$ cat src/rtl/instructions.sv
// RV32I major opcodes used by the pipeline stages.
`ifndef INSTRUCTIONS_SV
`define INSTRUCTIONS_SV
`define LOAD  7'b0000011
`define STORE 7'b0100011
`endif

$ cat src/rtl/mem_operations.sv
// RV32I load/store funct3 codes.
`ifndef MEM_OPERATIONS_SV
`define MEM_OPERATIONS_SV
`define LB  3'b000
`define LH  3'b001
`define LW  3'b010
`define LBU 3'b100
`define LHU 3'b101
`define SB  3'b000
`define SH  3'b001
`define SW  3'b010
`endif

$ cat src/rtl/mem_stage_pkg.sv
// Shared opcode/funct3 constants and decode helpers for the MEM stage.
package mem_stage_pkg;
`include "instructions.sv"
`include "mem_operations.sv"

    localparam logic [6:0] OPC_LOAD  = `LOAD;
    localparam logic [6:0] OPC_STORE = `STORE;

    localparam logic [2:0] F3_LB  = `LB;
    localparam logic [2:0] F3_LH  = `LH;
    localparam logic [2:0] F3_LW  = `LW;
    localparam logic [2:0] F3_LBU = `LBU;
    localparam logic [2:0] F3_LHU = `LHU;
    localparam logic [2:0] F3_SB  = `SB;
    localparam logic [2:0] F3_SH  = `SH;
    localparam logic [2:0] F3_SW  = `SW;

    function automatic logic funct3_ok(input logic is_store, input logic [2:0] f3);
        if (is_store)
            return (f3 == F3_SB) || (f3 == F3_SH) || (f3 == F3_SW);
        return (f3 == F3_LB) || (f3 == F3_LH) || (f3 == F3_LW) ||
               (f3 == F3_LBU) || (f3 == F3_LHU);
    endfunction

    // funct3[1:0] encodes access size identically for loads and stores
    function automatic logic is_misaligned(input logic [2:0] f3, input logic [1:0] a);
        return ((f3[1:0] == 2'b01) && a[0]) || ((f3[1:0] == 2'b10) && (a != 2'b00));
    endfunction
endpackage

$ cat src/rtl/mem_stage_lsu_align.sv
// Byte-lane steering: store byte enables / replicated data, load extract + extend.
// Purely combinational, no backpressure.
module lsu_align
    import mem_stage_pkg::*;
(
    input  logic [2:0]  funct3,
    input  logic [1:0]  addr,
    input  logic [31:0] rs2,
    input  logic [31:0] rdata,
    output logic [3:0]  be,
    output logic [31:0] wdata,
    output logic [31:0] load_data
);
    logic [7:0]  byte_sel;
    logic [15:0] half_sel;

    always_comb begin
        byte_sel  = rdata[{addr, 3'b000} +: 8];
        half_sel  = addr[1] ? rdata[31:16] : rdata[15:0];
        be        = 4'b0000;
        wdata     = rs2;
        load_data = '0;
        // Halfword lanes ignore addr[0], word lanes ignore addr[1:0]
        case (funct3[1:0])
            2'b00: begin
                be    = 4'b0001 << addr;
                wdata = {4{rs2[7:0]}};
            end
            2'b01: begin
                be    = addr[1] ? 4'b1100 : 4'b0011;
                wdata = {2{rs2[15:0]}};
            end
            2'b10:   be = 4'b1111;
            default: be = 4'b0000;
        endcase
        case (funct3)
            F3_LB:   load_data = {{24{byte_sel[7]}}, byte_sel};
            F3_LH:   load_data = {{16{half_sel[15]}}, half_sel};
            F3_LW:   load_data = rdata;
            F3_LBU:  load_data = {24'h0, byte_sel};
            F3_LHU:  load_data = {16'h0, half_sel};
            default: load_data = '0;
        endcase
    end
endmodule

$ cat src/rtl/mem_stage.sv
// MEM stage: RV32I loads/stores over a single-outstanding req/gnt bus, pass-through otherwise.
// Latency: 1 cycle non-memory, 2 store, >=3 load. Optional MEM_MISALIGN_CHECK_EN traps misaligned.
// Backpressure: one instruction in flight; MEM_EX_get_o low until WB takes the result.
module mem_stage
    import mem_stage_pkg::*;
#(
    parameter int BITSIZE = 32
) (
    input  logic               clk,
    input  logic               resetn_i,
    input  logic               EX_MEM_give_i,
    output logic               MEM_EX_get_o,
    input  logic [31:0]        EX_MEM_instruction_i,
    input  logic [BITSIZE-1:0] EX_MEM_d_i,
    input  logic [BITSIZE-1:0] EX_MEM_rs2_i,
    input  logic               WB_MEM_get_i,
    output logic               MEM_WB_give_o,
    output logic [31:0]        MEM_WB_instruction_o,
    output logic [BITSIZE-1:0] MEM_WB_d_o,
    output logic               MEM_WB_misaligned_o,
    output logic               mem_req_o,
    output logic               mem_we_o,
    output logic [BITSIZE-1:0] mem_addr_o,
    output logic [3:0]         mem_be_o,
    output logic [BITSIZE-1:0] mem_wdata_o,
    input  logic               mem_gnt_i,
    input  logic               mem_rvalid_i,
    input  logic [BITSIZE-1:0] mem_rdata_i
);
    if (BITSIZE != 32) begin : g_bitsize_check
        $error("mem_stage: only BITSIZE=32 is supported");
    end

    typedef enum logic [1:0] {S_GET_INSTR, S_REQ, S_WAIT, S_GIVE} state_t;

    state_t      state;
    logic [1:0]  addr_lo;
    logic [2:0]  sel_funct3;
    logic [1:0]  sel_addr;
    logic [3:0]  lane_be;
    logic [31:0] lane_wdata;
    logic [31:0] load_data;
    logic        ex_is_load, ex_is_store, ex_is_mem, ex_f3_ok, ex_misaligned;

    assign ex_is_load  = (EX_MEM_instruction_i[6:0] == OPC_LOAD);
    assign ex_is_store = (EX_MEM_instruction_i[6:0] == OPC_STORE);
    assign ex_is_mem   = ex_is_load || ex_is_store;
    assign ex_f3_ok    = funct3_ok(ex_is_store, EX_MEM_instruction_i[14:12]);
`ifdef MEM_MISALIGN_CHECK_EN
    assign ex_misaligned = is_misaligned(EX_MEM_instruction_i[14:12], EX_MEM_d_i[1:0]);
`else
    assign ex_misaligned = 1'b0;
`endif

    // Aligner sees the incoming instruction at accept, the latched one afterwards
    assign sel_funct3 = (state == S_GET_INSTR) ? EX_MEM_instruction_i[14:12] : MEM_WB_instruction_o[14:12];
    assign sel_addr   = (state == S_GET_INSTR) ? EX_MEM_d_i[1:0] : addr_lo;

    lsu_align u_lsu_align (
        .funct3    (sel_funct3),
        .addr      (sel_addr),
        .rs2       (EX_MEM_rs2_i),
        .rdata     (mem_rdata_i),
        .be        (lane_be),
        .wdata     (lane_wdata),
        .load_data (load_data)
    );

    always_ff @(posedge clk or negedge resetn_i) begin
        if (!resetn_i) begin
            state                <= S_GET_INSTR;
            addr_lo              <= 2'b00;
            MEM_EX_get_o         <= 1'b0;
            MEM_WB_give_o        <= 1'b0;
            MEM_WB_instruction_o <= '0;
            MEM_WB_d_o           <= '0;
            MEM_WB_misaligned_o  <= 1'b0;
            mem_req_o            <= 1'b0;
            mem_we_o             <= 1'b0;
            mem_addr_o           <= '0;
            mem_be_o             <= 4'b0000;
            mem_wdata_o          <= '0;
        end else begin
            case (state)
                S_GET_INSTR: begin
                    if (MEM_EX_get_o && EX_MEM_give_i) begin
                        MEM_EX_get_o         <= 1'b0;
                        MEM_WB_instruction_o <= EX_MEM_instruction_i;
                        addr_lo              <= EX_MEM_d_i[1:0];
                        if (ex_is_mem && ex_f3_ok && !ex_misaligned) begin
                            state       <= S_REQ;
                            mem_req_o   <= 1'b1;
                            mem_we_o    <= ex_is_store;
                            mem_addr_o  <= {EX_MEM_d_i[BITSIZE-1:2], 2'b00};
                            mem_be_o    <= lane_be;
                            mem_wdata_o <= lane_wdata;
                            MEM_WB_d_o  <= EX_MEM_d_i;
                        end else begin
                            // Invalid funct3 yields zero; a trapped access reports its address
                            state               <= S_GIVE;
                            MEM_WB_give_o       <= 1'b1;
                            MEM_WB_misaligned_o <= ex_is_mem && ex_f3_ok && ex_misaligned;
                            MEM_WB_d_o          <= (ex_is_mem && !ex_f3_ok) ? '0 : EX_MEM_d_i;
                        end
                    end else begin
                        MEM_EX_get_o <= 1'b1;
                    end
                end
                S_REQ: begin
                    if (mem_gnt_i) begin
                        mem_req_o <= 1'b0;
                        if (mem_we_o) begin
                            state         <= S_GIVE;
                            MEM_WB_give_o <= 1'b1;
                        end else begin
                            state <= S_WAIT;
                        end
                    end
                end
                S_WAIT: begin
                    if (mem_rvalid_i) begin
                        MEM_WB_d_o    <= load_data;
                        MEM_WB_give_o <= 1'b1;
                        state         <= S_GIVE;
                    end
                end
                S_GIVE: begin
                    if (WB_MEM_get_i) begin
                        MEM_WB_give_o       <= 1'b0;
                        MEM_WB_misaligned_o <= 1'b0;
                        MEM_EX_get_o        <= 1'b1;
                        state               <= S_GET_INSTR;
                    end
                end
                default: state <= S_GET_INSTR;
            endcase
        end
    end
endmodule

$ cat config.mk
export PLATFORM = sky130hd
export DESIGN_NAME = mem_stage
export DESIGN_NICKNAME = d
export VERILOG_FILES = /design/src/rtl/mem_stage_pkg.sv /design/src/rtl/mem_stage_lsu_align.sv /design/src/rtl/mem_stage.sv
export VERILOG_INCLUDE_DIRS = /design/src /design/src/rtl
export SDC_FILE = /design/constraint.sdc
export NUM_CORES = 1
export LEC_CHECK = 0
export BUFFER_PORTS_ARGS = -buffer_cell sky130_fd_sc_hd__buf_2
export CAP_MARGIN = 30
export CORE_ASPECT_RATIO = 0.8
export CORE_MARGIN = 2
export CORE_UTILIZATION = 43
export CTS_BUF_LIST = sky130_fd_sc_hd__clkbuf_8
export DETAILED_ROUTE_END_ITERATION = 10
export GPL_TIMING_DRIVEN = 1
export PLACE_DENSITY_LB_ADDON = 0.2
export SYNTH_ARGS = -nofsm -noshare
export SYNTH_HDL_FRONTEND = slang
export SYNTH_SLANG_ARGS = --single-unit
$ cat constraint.sdc
create_clock -name clk -period 5.4 [get_ports clk]
set_input_delay 1.35 -clock clk [delete_from_list [all_inputs] [get_ports clk]]
set_output_delay 1.35 -clock clk [all_outputs]
set_load 0.02 [all_outputs]
==> reports/metrics.yaml, run 1 <==
fin_nets: 976
synth_top_cell_by_area: "dfrtp_1"
slew_violations: 0
crit_chain: "inv_1 > ha_1 > buf_4 > mux2i_2 > mux4_2 > a221oi_1 > o21ai_0"
ff2ff_setup_slack_ps: 2040
grt_pass1_vias: 5760
antenna_found_initial: 0
cts_sinks: 138
area.growth.synth_to_final_pct: 28.7
root_buffer: "clkbuf_8"
ys_ff_latch: 138
final_util_pct: 57.1
worst_r2r_path_depth: 7
htree_levels: 4
timing.final.crit_share_pct: 62.2
r2r-end: "MEM_WB_d_o[4]$_DFFE_PN0P_"
clock_latency_ps: 440
crit_fanout: 28
finalNonFillerCells: 1062
synth_warnings: 0
drtAntennaViolNets: 0
start_util_pct: 44.4
die_w_um: 144
setup_viol: 0
synth_top_cell_area_share_pct: 51.3
synth.distinct_cells: 52
synthTopCellsByCount: "dfrtp_1, nand2_1, mux2_2, o21ai_0, mux2i_1"
netlist_instances: 582
leakagePower_nw: 4.54
fmax_mhz: 298
route.detailed.drc: 0
hold_violations: 0
cts_resized: 0
synth_edf_count: 0
cp_slowest_stage_delay_ps: 760
multiInputGateArea_um2: 3070
min_path_type: "reg2reg"
final_cell_area_um2: 8660
grt_pass1_wl_um: 30400
row_count: 40
synthArstFlopShare_pct: 100
finalPower_mw: 4.86
power_density_nw_per_um2: 561
place_congestion: 0.907
ff_latch_area_um2: 3450
via_per_inst: 5.42
firstDrtPassIters: 5
cts_made_buffers: 17
syn_area_per_cell_um2: 11.6
dieHeight_um: 116
io_pins: 271
drtIter0Drc: 355
tritoncts: "built"
ir_drop_mv: 0.318
ys.flop_type: "dfrtp_1"
required_ps: 5700
place_ws_ps: 1860
period_needed_ps: 3360
port_buffers: 267
final_layout_size_suffix_gt1_share_pct: 47.2
rsz0062_at_grt: "no"
clk_pin_slew_worst_paths_ps: 80
maxCapViolations: 0
r2r-start: "state[1]$_DFFE_PN0P_"
synth_area_leaders: "dfrtp_1, mux2_2, mux2i_1, nand2_1, mux2_4"
yosysMostFrequentCell: "dfrtp_1"
yosysSeqAreaShare_pct: 51.3
grt_start_max_net_pins: 109
dieArea_um2: 16700
relSlewSlack_pct: 36.7
dpl.hpwl_um: 14900
placed_cell_area_um2: 8230
fillers: 1366
fin_hold_ws_ps: 476
clock_skew_ps: 11.4
arrival_ps: 3660
netlist_area_um2: 6730
wl_per_cell_um: 18.6
core_um2: 15200
cp-end-kind: "flip-flop"
worst_setup_path_start_kind: "flip-flop"
layout_setup_ws_ps: 2040
hold_depth: 1
worstSetupPathType: "reg2reg"
overflow: 0
dp_cells: 1028
num_vias: 5755
hp-start: "mem_wdata_o[29]$_DFFE_PN0P_"
gr-usage-all-layers_pct: 23.8
setup_tns_ps: 0
post_cts_buffers: 0
ctsHoldBuffers: 0
hold_path_end: "mem_wdata_o[29]$_DFFE_PN0P_"
status: "completed"
cp_slowest_cell: "mux2i_2"
tightest_slew_ps: 949
clock_path_buffers: 2
wl_um: 19800
==> flip-flops by register name (all words and copies together) (netlist names) <==
signal / flops
mem_we_o: 1
mem_be_o: 4
MEM_WB_instruction_o: 32
mem_wdata_o: 32
mem_addr_o: 30
MEM_EX_get_o: 1
MEM_WB_give_o: 1
mem_req_o: 1
MEM_WB_d_o: 32
state: 2
addr_lo: 2
==> per-layer routing <==
layer / part of all wire (%) / GRT usage, %
met5: 0 / 0
met4: 1.5 / 6.99
met3: 8.3 / 7.31
met2: 48 / 38.3
met1: 42 / 31.3
==> report_power, final <==
group,switching (mW),internal (mW)
clock,0.400,0.444
combinational,1.49,0.979
sequential,0.201,1.35
total,2.09,2.77
==> critical path, delay by kind of cell (launching register included) <==
family / cells / cell delay [ps]
AOI/OAI and AO/OA: 2 / 580
adders and majority gates: 1 / 340
buffers and inverters: 2 / 510
DFF: 1 / 420
muxes: 2 / 1360
==> cell type report <==
cell class              count  area share (%)
repair buffers            277            16.8
well taps                 210            3.03
multi-input cells         398            35.4
clock inverters            12            1.42
flip-flops and latches    138            39.9
inverters                   6           0.260
diodes                      1          0.0289
clock buffers              20            3.18
==> cell families (layout without fill, tap and decap cells) <==
| group | after synthesis | count (layout) | share of synthesized area, % |
|---|---|---|---|
| mux | 116 | 116 | 21.1 |
| fa+ha+maj | 4 | 4 | 0.744 |
| flops | 138 | 138 | 51.3 |
| compound gates | 144 | 144 | 14.3 |
| buf+inv | 48 | 315 | 3.57 |
| other cells | 1 | 4 | 0.0557 |
| simple gates | 131 | 131 | 8.94 |
==> worst max-delay path by stage <==
stage / startpoint / end / slack [ps] / depth (start not counted)
after floorplan: EX_MEM_instruction_i[3] / mem_addr_o[25]$_DFFE_PN0P_ / 2400 / 6
after global placement: EX_MEM_give_i / mem_addr_o[28]$_DFFE_PN0P_ / 1720 / 4
after detailed placement: EX_MEM_give_i / mem_addr_o[28]$_DFFE_PN0P_ / 1860 / 5
after CTS: state[0]$_DFFE_PN0P_ / MEM_WB_d_o[4]$_DFFE_PN0P_ / 2040 / 7
after global routing: state[0]$_DFFE_PN0P_ / MEM_WB_d_o[4]$_DFFE_PN0P_ / 1870 / 7
final: state[1]$_DFFE_PN0P_ / MEM_WB_d_o[4]$_DFFE_PN0P_ / 2040 / 7
==> layout by cell type, fill, tap and decap left out, types with 2 or more instances in the layout <==
cell | Yosys | layout
a211oi_1 | 7 | 7
a21o_1 | 10 | 10
a21oi_1 | 16 | 16
a221oi_1 | 14 | 14
a311oi_1 | 2 | 2
a31oi_1 | 17 | 17
a41oi_1 | 7 | 7
and2_1 | 16 | 16
buf_16 | 0 | 2
buf_2 | 12 | 266
buf_4 | 4 | 8
bufinv_16 | 0 | 2
clkbuf_8 | 0 | 20
clkinv_2 | 0 | 5
clkinv_4 | 0 | 2
conb_1 | 1 | 3
dfrtp_1 | 138 | 138
ha_1 | 4 | 4
inv_1 | 5 | 6
mux2_2 | 61 | 61
mux2_4 | 15 | 15
mux2i_1 | 30 | 29
mux4_2 | 8 | 8
nand2_1 | 68 | 68
nand3_1 | 4 | 3
nor2_1 | 26 | 26
nor2b_1 | 3 | 3
nor3_1 | 5 | 5
o211ai_1 | 2 | 2
o21ai_0 | 32 | 32
o22ai_1 | 25 | 25
o31a_1 | 2 | 2
(Power assumes the default switching activity.)
==> run 2, diff against run 1 <==
==> constraint.sdc (replaced) <==
create_clock -name clk -period 2.86 [get_ports clk]
set_input_delay 0.715 -clock clk [delete_from_list [all_inputs] [get_ports clk]]
set_output_delay 0.715 -clock clk [all_outputs]
set_load 0.02 [all_outputs]
==> run 2 against run 1 <==
  * Cell count is 0.85% higher
  * Power grew 90%
  * Sequential share of layout area decreased by 0.21 points
==> reports/metrics.yaml, run 2 (same netlist as run 1, synthesis figures left out) <==
cts_made_buffers: 17  # unchanged
grt_start_max_net_pins: 73  # -33%
clock_latency_ps: 450  # about the same
grt_use_met3_pct: 7.89  # +0.58 points
num_vias: 5800  # +0.78%
die_w_um: 144  # unchanged
clock_skew_ps: 17.3  # +5.85 ps
via_per_inst: 5.42  # about the same
grt_pass1_vias: 5762  # +0.035%
required_ps: 3170  # -2530 ps
slew_violations: 0  # unchanged
arrival_ps: 2950  # -710 ps
overflow: 0  # unchanged
maxCapViolations: 0  # unchanged
cts_sinks: 138  # unchanged
firstDrtPassIters: 5  # unchanged
finalNonFillerCells: 1071  # +0.85%
fmax_mhz: 378  # +27%
leakagePower_nw: 4.57  # +0.67%
switchingPower_mw: 3.98  # +90%
p_int_mw: 5.25  # +90%
cp_slowest_stage_delay_ps: 470  # -290 ps
place_congestion: 0.840  # -7.3%
gr-usage-all-layers_pct: 24.3  # +0.50 points
crit_fanout: 16  # -43%
min_path_type: "in2async"
status: "completed"
power_density_nw_per_um2: 1060  # +89%
cp_slowest_cell: "mux2i_1"
start_util_pct: 44.4  # unchanged
timing.final.crit_share_pct: 92.5  # +30 points
wl_um: 20200  # +2.1%
seq_power_share_pct: 32.0  # about the same
sw_frac_of_total_pct: 43.1  # +0.093 points
clock_path_buffers: 2  # unchanged
route.detailed.drc: 0  # unchanged
dpl.hpwl_um: 15400  # +3.6%
worstSetupPathType: "reg2reg"
global_route.peak_usage_layer: "met2"
area.growth.synth_to_final_pct: 29.4
setup_tns_ps: 0  # unchanged
grt_pass1_wl_um: 31000  # +1.7%
setup_viol: 0  # unchanged
rsz0062_at_grt: "no"
grtUsageMet1_pct: 31.4  # +0.17 points
fin_nets: 986  # +1.0%
htree_levels: 4  # unchanged
dieHeight_um: 116  # unchanged
crit_chain: "inv_1 > ha_1 > buf_4 > mux2i_1 > nand2_1 > mux2i_1 > a21oi_1 > buf_4 > a31oi_1"
hold_violations: 0  # unchanged
ir_drop_mv: 0.620  # +95%
relSlewSlack_pct: 57.1  # +20 points
tritoncts: "built"
ctsHoldBuffers: 0  # unchanged
antenna_found_initial: 0  # unchanged
met2_usage_pct: 39.8  # +1.4 points
clk_pin_slew_worst_paths_ps: 70  # about the same
final_cell_mix: "buf_2, dfrtp_1, nand2_1"
cp-end-kind: "flip-flop"
wl_per_cell_um: 18.9  # +1.2%
port_buffers: 267  # unchanged
row_count: 40  # unchanged
cts_resized: 0  # unchanged
root_buffer: "clkbuf_8"
worst_setup_path_start_kind: "flip-flop"
drtAntennaViolNets: 0  # unchanged
dp_cells: 1039  # +1.1%
core_um2: 15200  # unchanged
io_pins: 271  # unchanged
tightest_slew_ps: 643  # -306 ps
final_common_cell: "buf_2"
clkPwrFrac_pct: 16.7  # -0.7 points
period_needed_ps: 2650  # -712 ps
drtIter0Drc: 363  # +2.3%
largestRegisters: "MEM_WB_d_o x32, MEM_WB_instruction_o x32, mem_wdata_o x32"
antenna_cells: 0  # -1
power_frac_comb_pct: 51.3  # +0.5 points
fin_hold_ws_ps: 166  # -310 ps
final_layout_size_suffix_gt1_share_pct: 48.0  # +0.73 points
post_cts_buffers: 0  # unchanged
dieArea_um2: 16700  # unchanged
finalPower_mw: 9.23  # +90%
[run 2: cell types whose count changed in the layout (fill, tap and decap cells not counted)]
cell        change
diode_2         -1
bufinv_16       -1
a21o_2          +1
buf_4          +10
buf_16          -2
clkinvlp_4      +1
a21o_1          -1
clkinv_2        -1
clkbuf_8        +1
buf_12          +2
[run 2: power groups by stage]
stage          sequential, mW  combinational, mW  clock [mW]
6_report                 2.95               4.73        1.54
5_1_grt                  3.02               5.12        1.68
4_1_cts                  2.95               4.72        1.59
3_5_place_dp             2.98               4.72           0
3_3_place_gp             2.95               4.59           0
2_1_floorplan            3.54               2.59           0
[run 2: per-stage QoR]
stage / worst slack (ps) / area, um2 / utilization, %
2_1_floorplan: 450 / 6740 / -
3_3_place_gp: 215 / 8320 / 54.9
3_5_place_dp: 180 / 8320 / 54.9
4_1_cts: 156 / 8710 / 57.4
5_1_grt: 32.6 / 8710 / 57.4
6_report: 215 / 8710 / 57.4
[run 2: final timing paths]
check / startpoint / end / slack, ps / cells after the start
worst max-delay path: state[0]$_DFFE_PN0P_ / MEM_WB_d_o[23]$_DFFE_PN0P_ / 210 / 9
worst min-delay path: resetn_i / MEM_WB_instruction_o[17]$_DFFE_PN0P_ / 170 / 1
worst max register to register: state[0]$_DFFE_PN0P_ / MEM_WB_d_o[23]$_DFFE_PN0P_ / 210 / 9
min in group clk: mem_wdata_o[26]$_DFFE_PN0P_ / mem_wdata_o[26]$_DFFE_PN0P_ / 480 / 1
worst min register to register: mem_wdata_o[26]$_DFFE_PN0P_ / mem_wdata_o[26]$_DFFE_PN0P_ / 480 / 1
max in group asynchronous: resetn_i / MEM_WB_d_o[4]$_DFFE_PN0P_ / 1800 / 2
[run 2: area by class of cell]
type,count,area [um2]
Clock inverter,11,95.1
Clock buffer,21,289
Sequential cell,138,3450
Timing Repair Buffer,287,1520
Tap cell,210,263
Multi-Input combinational cell,398,3070
Inverter,6,22.5
Fill cell,1401,6460
[run 2: worst max-delay path, delay by kind of cell (launching register included)]
family,cells,cell delay [ps]
AO/OA/AOI/OAI,2,270
AND/OR/NAND/NOR,1,190
buffers and inverters,3,600
flip-flops,1,440
adder cells (fa/ha/maj),1,380
multiplexers,2,630
[run 2: per-layer routing]
metal / routed length (um) / share of wire, %
met5: 0 / 0
met4: 359 / 1.8
met3: 1810 / 9.0
met2: 9650 / 48
met1: 8380 / 41
